### src/rtl/xadc_scan_sequencer.sv
// Periodic XADC DRP read sequencer: every SCAN_PERIOD cycles reads NUM_CH consecutive status
// registers into a sample bank and presents the selected channel's raw code on data_out.
module xadc_scan_sequencer #(
    parameter int unsigned NUM_CH       = 4,
    parameter logic [6:0]  CH_BASE_ADDR = 7'h10,
    parameter int unsigned SCAN_PERIOD  = 20000000,
    parameter int unsigned DRP_TIMEOUT  = 255
) (
    input  logic        CLK100MHZ,
    input  logic        reset,
    input  logic [2:0]  sel,
    input  logic        drdy,
    input  logic [15:0] drp_do,
    output logic        den,
    output logic        dwe,
    output logic [6:0]  daddr,
    output logic [15:0] di,
    output logic [15:0] data_out,
    output logic        scan_done,
    output logic        busy,
    output logic [7:0]  timeout_err,
    output logic        overrun
);
    localparam int unsigned TW     = (DRP_TIMEOUT > 0) ? $clog2(DRP_TIMEOUT + 1) : 1;
    localparam logic [31:0]   PLast  = 32'(SCAN_PERIOD - 1);
    localparam logic [TW-1:0] TLast  = TW'(DRP_TIMEOUT);
    localparam logic [2:0]    LastCh = 3'(NUM_CH - 1);
    localparam logic [3:0]    NumCh  = 4'(NUM_CH);

    typedef enum logic [2:0] {StIdle, StIssue, StWait, StNext, StDone} state_e;

    state_e        r_state;
    state_e        w_state_nxt;
    logic [31:0]   r_pcnt;
    logic [TW-1:0] r_tcnt;
    logic [2:0]    r_ch;
    logic [6:0]    r_daddr;
    logic [15:0]   r_bank [8];
    logic [15:0]   r_data_out;
    logic [7:0]    r_timeout_err;
    logic          r_overrun;
    logic          w_tick;
    logic          w_rd_ok;
    logic          w_rd_to;

    assign w_tick  = (r_pcnt == PLast);
    // Data wins over a timeout landing in the same WAIT cycle.
    assign w_rd_ok = (r_state == StWait) && drdy;
    assign w_rd_to = (r_state == StWait) && !drdy && (r_tcnt == TLast);

    always_comb begin
        w_state_nxt = r_state;
        unique case (r_state)
            StIdle:  if (w_tick) w_state_nxt = StIssue;
            StIssue: w_state_nxt = StWait;
            StWait:  if (w_rd_ok || w_rd_to) w_state_nxt = StNext;
            StNext:  w_state_nxt = (r_ch == LastCh) ? StDone : StIssue;
            StDone:  w_state_nxt = StIdle;
            default: w_state_nxt = StIdle;
        endcase
    end

    always_ff @(posedge CLK100MHZ) begin
        if (reset) begin
            r_state       <= StIdle;
            r_pcnt        <= '0;
            r_tcnt        <= '0;
            r_ch          <= '0;
            r_daddr       <= '0;
            r_data_out    <= '0;
            r_timeout_err <= '0;
            r_overrun     <= 1'b0;
            for (int i = 0; i < 8; i++) r_bank[i] <= '0;
        end else begin
            r_state <= w_state_nxt;
            r_pcnt  <= w_tick ? '0 : r_pcnt + 32'd1;

            // A tick during a scan is dropped; the scan in flight is left alone.
            if (w_tick && (r_state != StIdle)) r_overrun <= 1'b1;

            if ((r_state == StIdle) && w_tick) begin
                r_ch    <= '0;
                r_daddr <= CH_BASE_ADDR;
            end else if ((r_state == StNext) && (r_ch != LastCh)) begin
                r_ch    <= r_ch + 3'd1;
                r_daddr <= CH_BASE_ADDR + {4'b0000, r_ch + 3'd1};
            end

            if (r_state == StIssue) begin
                r_tcnt <= '0;
            end else if ((r_state == StWait) && !drdy && (r_tcnt != TLast)) begin
                r_tcnt <= r_tcnt + TW'(1);
            end

            if (w_rd_ok) r_bank[r_ch] <= drp_do;
            if (w_rd_to) r_timeout_err[r_ch] <= 1'b1;

            r_data_out <= ({1'b0, sel} < NumCh) ? r_bank[sel] : 16'h0000;
        end
    end

    assign den         = (r_state == StIssue);
    assign dwe         = 1'b0;
    assign di          = 16'h0000;
    assign daddr       = r_daddr;
    assign data_out    = r_data_out;
    assign scan_done   = (r_state == StDone);
    assign busy        = (r_state != StIdle);
    assign timeout_err = r_timeout_err;
    assign overrun     = r_overrun;

endmodule

### config.mk
export PLATFORM = sky130hd
export DESIGN_NAME = xadc_scan_sequencer
export DESIGN_NICKNAME = d
export VERILOG_FILES = /design/src/rtl/xadc_scan_sequencer.sv
export SDC_FILE = /design/constraint.sdc
export NUM_CORES = 1
export LEC_CHECK = 0
export CORE_MARGIN = 1.5
export CORE_UTILIZATION = 54
export CTS_CLUSTER_DIAMETER = 120
export DETAILED_ROUTE_END_ITERATION = 12
export GPL_TIMING_DRIVEN = 1
export PLACE_DENSITY_LB_ADDON = 0.3
export SLEW_MARGIN = 20
export SYNTH_ARGS = -nofsm -noshare
export SYNTH_HDL_FRONTEND = slang
export SYNTH_SLANG_ARGS = --single-unit
### constraint.sdc
create_clock -name CLK100MHZ -period 3.15 [get_ports CLK100MHZ]
set_clock_uncertainty 0.05 [all_clocks]
set_input_delay 0.4725 -clock CLK100MHZ [delete_from_list [all_inputs] [get_ports CLK100MHZ]]
set_output_delay 0.4725 -clock CLK100MHZ [all_outputs]
set_load 0.03 [all_outputs]
== Word level (Yosys, flattened, before mapping) ==
Memories as Yosys holds them, arrays and structs flattened. A register that Yosys moved wholly into a read port is not among the register bits.
Cells that the tools add are included.
Word-level totals
  flip-flop bits (word level): 61
  RAM bits: 128
  bits of input ports: 22
  output and inout bits: 52
  word-level logic and storage cells: 64
  memories: 1
Memories
  r_bank: words 8, bits a word 16, read ports 1, clocked after Yosys merged registers in 1, wr ports 8, line 38  | logic [15:0] r_bank [8];
Operators by class
  $add $sub $neg: 4
  magnitude comparators: 3
  equality and inequality tests: 11
  muxes and demuxes: 16
  bitwise operators: 2
  reductions and logical operators: 19
Operators with widths (number)
  adder 32 x 1 -> 32 bit, second input constant: 1
  equality test 32 x 25 -> 1 bit, second input constant: 1
  2-to-1 mux 16 bit: 1
  OR reduction 16 bit: 1
  2-to-1 mux 3 bit: 4
  case mux 3 bit (4 select lines): 1
  2-to-1 mux 5 bit: 2
  equality test 3 x 2 -> 1 bit, second input constant: 3
  adder 8 x 1 -> 8 bit, second input constant: 1
  equality test 8 bit, second input constant: 1
  logical AND 1 bit: 8
  != test 8 bit, second input constant: 1
  OR 8 bit: 1
  OR reduction 2 bit: 4
  2-to-1 mux 1 bit: 7
  adder 5 x 3 -> 6 bit, first input constant: 1
  < comparator 3 x 4 -> 1 bit, second input constant: 1
  adder 3 x 1 -> 3 bit, second input constant: 1
  demux 1 bit (select 3 bit): 1
  equality test 3 x 1 -> 1 bit, second input constant: 1
  equality test 3 bit, second input constant: 1
  >= comparator 3 x 1 -> 1 bit, second input constant: 1
  zero test 3 bit: 1
  < comparator 3 bit, second input constant: 1
  other kinds (9): 9

== Depth between registers and ports, before layout ==
  depth after elaboration: 7
  mapped depth: 7
  mapped depth without buffers: 6

== Worst setup path after synthesis ==
No wires, ideal clock.
  kind: input to register
  start point: in reset
  end point: mem r_bank[2][0], enable pin
  data arrival time: 2195 ps
  setup slack: 494 ps
  stages: 4
  cell sequence: clkbuf_1 > nor2b_1 > nand4_1 > o21ai_0
RTL lines
  from (decl): line 10  | input logic reset,
  to (decl): line 38

== Final worst setup path ==
  start point: reg r_state[0]
  end point: out den
Between the ends
  cells in the longest elaborated chain, start to end: 1
Ends and longest elaborated chain
  from (decl): line 32  | state_e r_state;
  from (signal assigned): line 65  | r_state <= StIdle;
  from (signal assigned): line 75  | r_state <= w_state_nxt;
  equality test 3 x 1 -> 1 bit: line 102  | assign den = (r_state == StIssue);
  to (decl): line 14  | output logic den,
No other way between the ends.

==> impl_results.md <==
- Status: finished clean
- Port Buffer Count: 53
- Routability Congestion: 0.815
- Fin crit share: 0.843
- Global Route Usage Sum: 0.222
- Area grow syn2layout: 19.8%
- Largest net degree at the start of global routing: 28
- Number of DRC markers in iteration 0: between 200 and 250
- Avg Cell Area, Syn: 11.4 µm²
- Hold Fails Final Rpt: 0
- Max-slew violations: 0
- Area of the multi-input gates: 2470 µm²
- Core Area: 10900 µm²
- Final Cell Area: between 7000 and 8000 µm²
- Number of synthesized flops with an enable pin: between 60 and 70
- PnR worst setup slack: 495 ps
- Dpl ws: approximately 580 ps
- Worst setup SP type: register
- Share of post-route cells with drive strength above 1: 0.112
- Min cycle time layout: between 2000 and 3000 ps
- Leak pwr: ~2.6 nW
- Synth cell types: 50
- FF+latch area: around 3400 µm²
- FILL cells: approximately 810
- Nets: approximately 600
- Yosys top cell by area: edfxtp_1
- Hpwl dp: between 7000 and 8000 µm
- Ys flop type: dfxtp_1
- TritonCTS clock tree: yes
- Worst hold slack: 428 ps
- WL/cell: about 16 µm
- Cell count after synthesis: 531
- Crit Path Category: register to output pin
- Slew HR: 0.393
- Total gr overflow: 0
- I/O Pins: between 70 and 80
- CP arrival: roughly 2100 ps
- Most frequent cell after synthesis: dfxtp_1
- Endpoint class of the critical path: output pin
- CP max FO: 8
- Setup violators final: 0
- FMAX: between 300 and 400 MHz
- CTS clock-pin slew for the worst setup and hold paths: roughly 60 ps
- Clk root buf: clkbuf_8
- VDD IR-drop max: roughly 430 µV
- Most frequent cells after synthesis: 72 x dfxtp_1, 65 x and2_1, 64 x edfxtp_1, 40 x nor2_1, 22 x buf_4
- Hold Buf Count CTS: 0
- Setup TNS: 0 ps
- Post-Layout Cell Count: between 700 and 800
- Data required, critical path: approximately 2600 ps
- Die Ht: about 110 µm
- Min-Delay Path Class: register to register
- Inserted Clock Buffers: 17
- Starting Density: 0.555
- # rows: 38
- Top cells by area, synth: edfxtp_1 32%, dfxtp_1 24%, and2_1 6.7%
- Final ANT Viol Nets: 0
- Worst-case clock buffer depth: 2
- Flops & latches, synth: 136
- Htree depth: 4
- Clock sinks: approximately 140
- Cell Area, Synth: a little over 6000 µm²
- RSZ-0062 raised after global routing: false
- Initial antenna violation count: 0
- DRC Markers: 0
- Total wire length: 12200 µm
- YS warnings: 0
- First-pass GRT wire length: between 15000 and 20000 µm
- Slew @ Worst Pin: roughly 900 ps
- Max-cap viol count: 0
- Die X: around 110 µm
- Ys async rst share: 0
- Cell count after placement: roughly 700
- Final core utilization: 0.665
- Vias: 4179
- Setup Fix Bufs, Post-CTS: 0
- Synth top area share: 0.318
- Cell Pwr Density: 578 nW/µm²
- Die area: roughly 12000 µm²
- N_diodes: 0
- Number of global-route vias before repair: approximately 4000
- Tot Pwr: around 4.2 mW
- DR pass1 iterations: 5
- Post-CTS Resized: 0
- Register area share after synthesis: 0.557
- Clock insertion delay at the later pin of the skew report: about 520 ps
- Area after DPL: 6640 µm²
- DR vias/cell: around 5.6
-- critical path: stages (launching register included) --
cell	delay (ps)
dfxtp_1	480
nor3b_1	390
clkdlybuf4s50_1	750
-- final timing paths --
| path | startpoint | to | slack (ps) | cells past startpoint |
|---|---|---|---|---|
| max | r_state[0] | den | 500 | 2 |
| min | r_tcnt[7] | r_tcnt[7] | 430 | 1 |
| max reg2reg | r_pcnt[0] | r_pcnt[4] | 590 | 5 |
| min reg2reg | r_tcnt[7] | r_tcnt[7] | 430 | 1 |
-- cells by family after synthesis --
| logic type | count (synthesis) | synth area share |
|---|---|---|
| AOI/OAI and AO/OA | 57 | 0.0588 |
| DFF | 136 | 0.557 |
| muxes | 20 | 0.0663 |
| xor gates and xnor gates | 20 | 0.0290 |
| and+or+nand+nor | 241 | 0.234 |
| adders and majority gates | 4 | 0.00828 |
| buffers and inverters | 52 | 0.0468 |
| other | 1 | 0.000621 |
-- power breakdown --
part           internal [mW]  switching (mW)  total (mW)
Sequential              1.90          0.0283        1.92
Clock                   1.25           0.749        2.00
Combinational          0.106           0.151       0.257
Total                   3.25           0.928        4.18
-- layout by cell type, fill, tap and decap left out, types with 12 or more instances in the layout --
cell type and count:
dfxtp_1 72, nand4_1 15, a21oi_1 20, mux4_2 16, and2_1 65, clkbuf_16 16, xor2_1 12, conb_1 20
nand2_1 20, edfxtp_1 64, nor2b_1 20, clkdlybuf4s50_1 53, o21ai_0 12, nand3_1 14, nor2_1 40
-- state kept, by name, indices dropped and copies added, names as in the netlist --
name and flops:
r_pcnt 32, data_out 16, r_tcnt 8, r_state 3
daddr 4, r_bank 64, timeout_err 8, overrun 1
-- cell type report --
class / instances / share of cell area
Clock inverter: 11 / 0.0202
Multi-Input combinational cell: 362 / 0.341
Tap cell: 140 / 0.0242
Clock buffer: 21 / 0.0621
Sequential cell: 136 / 0.465
Inverter: 6 / 0.00311
Timing Repair Buffer: 64 / 0.0847
-- routing by layer --
layer | wire, µm | track usage
met1 | 5190 | 0.262
met2 | 6380 | 0.388
met3 | 562 | 0.0693
met4 | 80 | 0.0630
met5 | 0 | 0
Note: power is estimated with default switching activity, not from simulation.
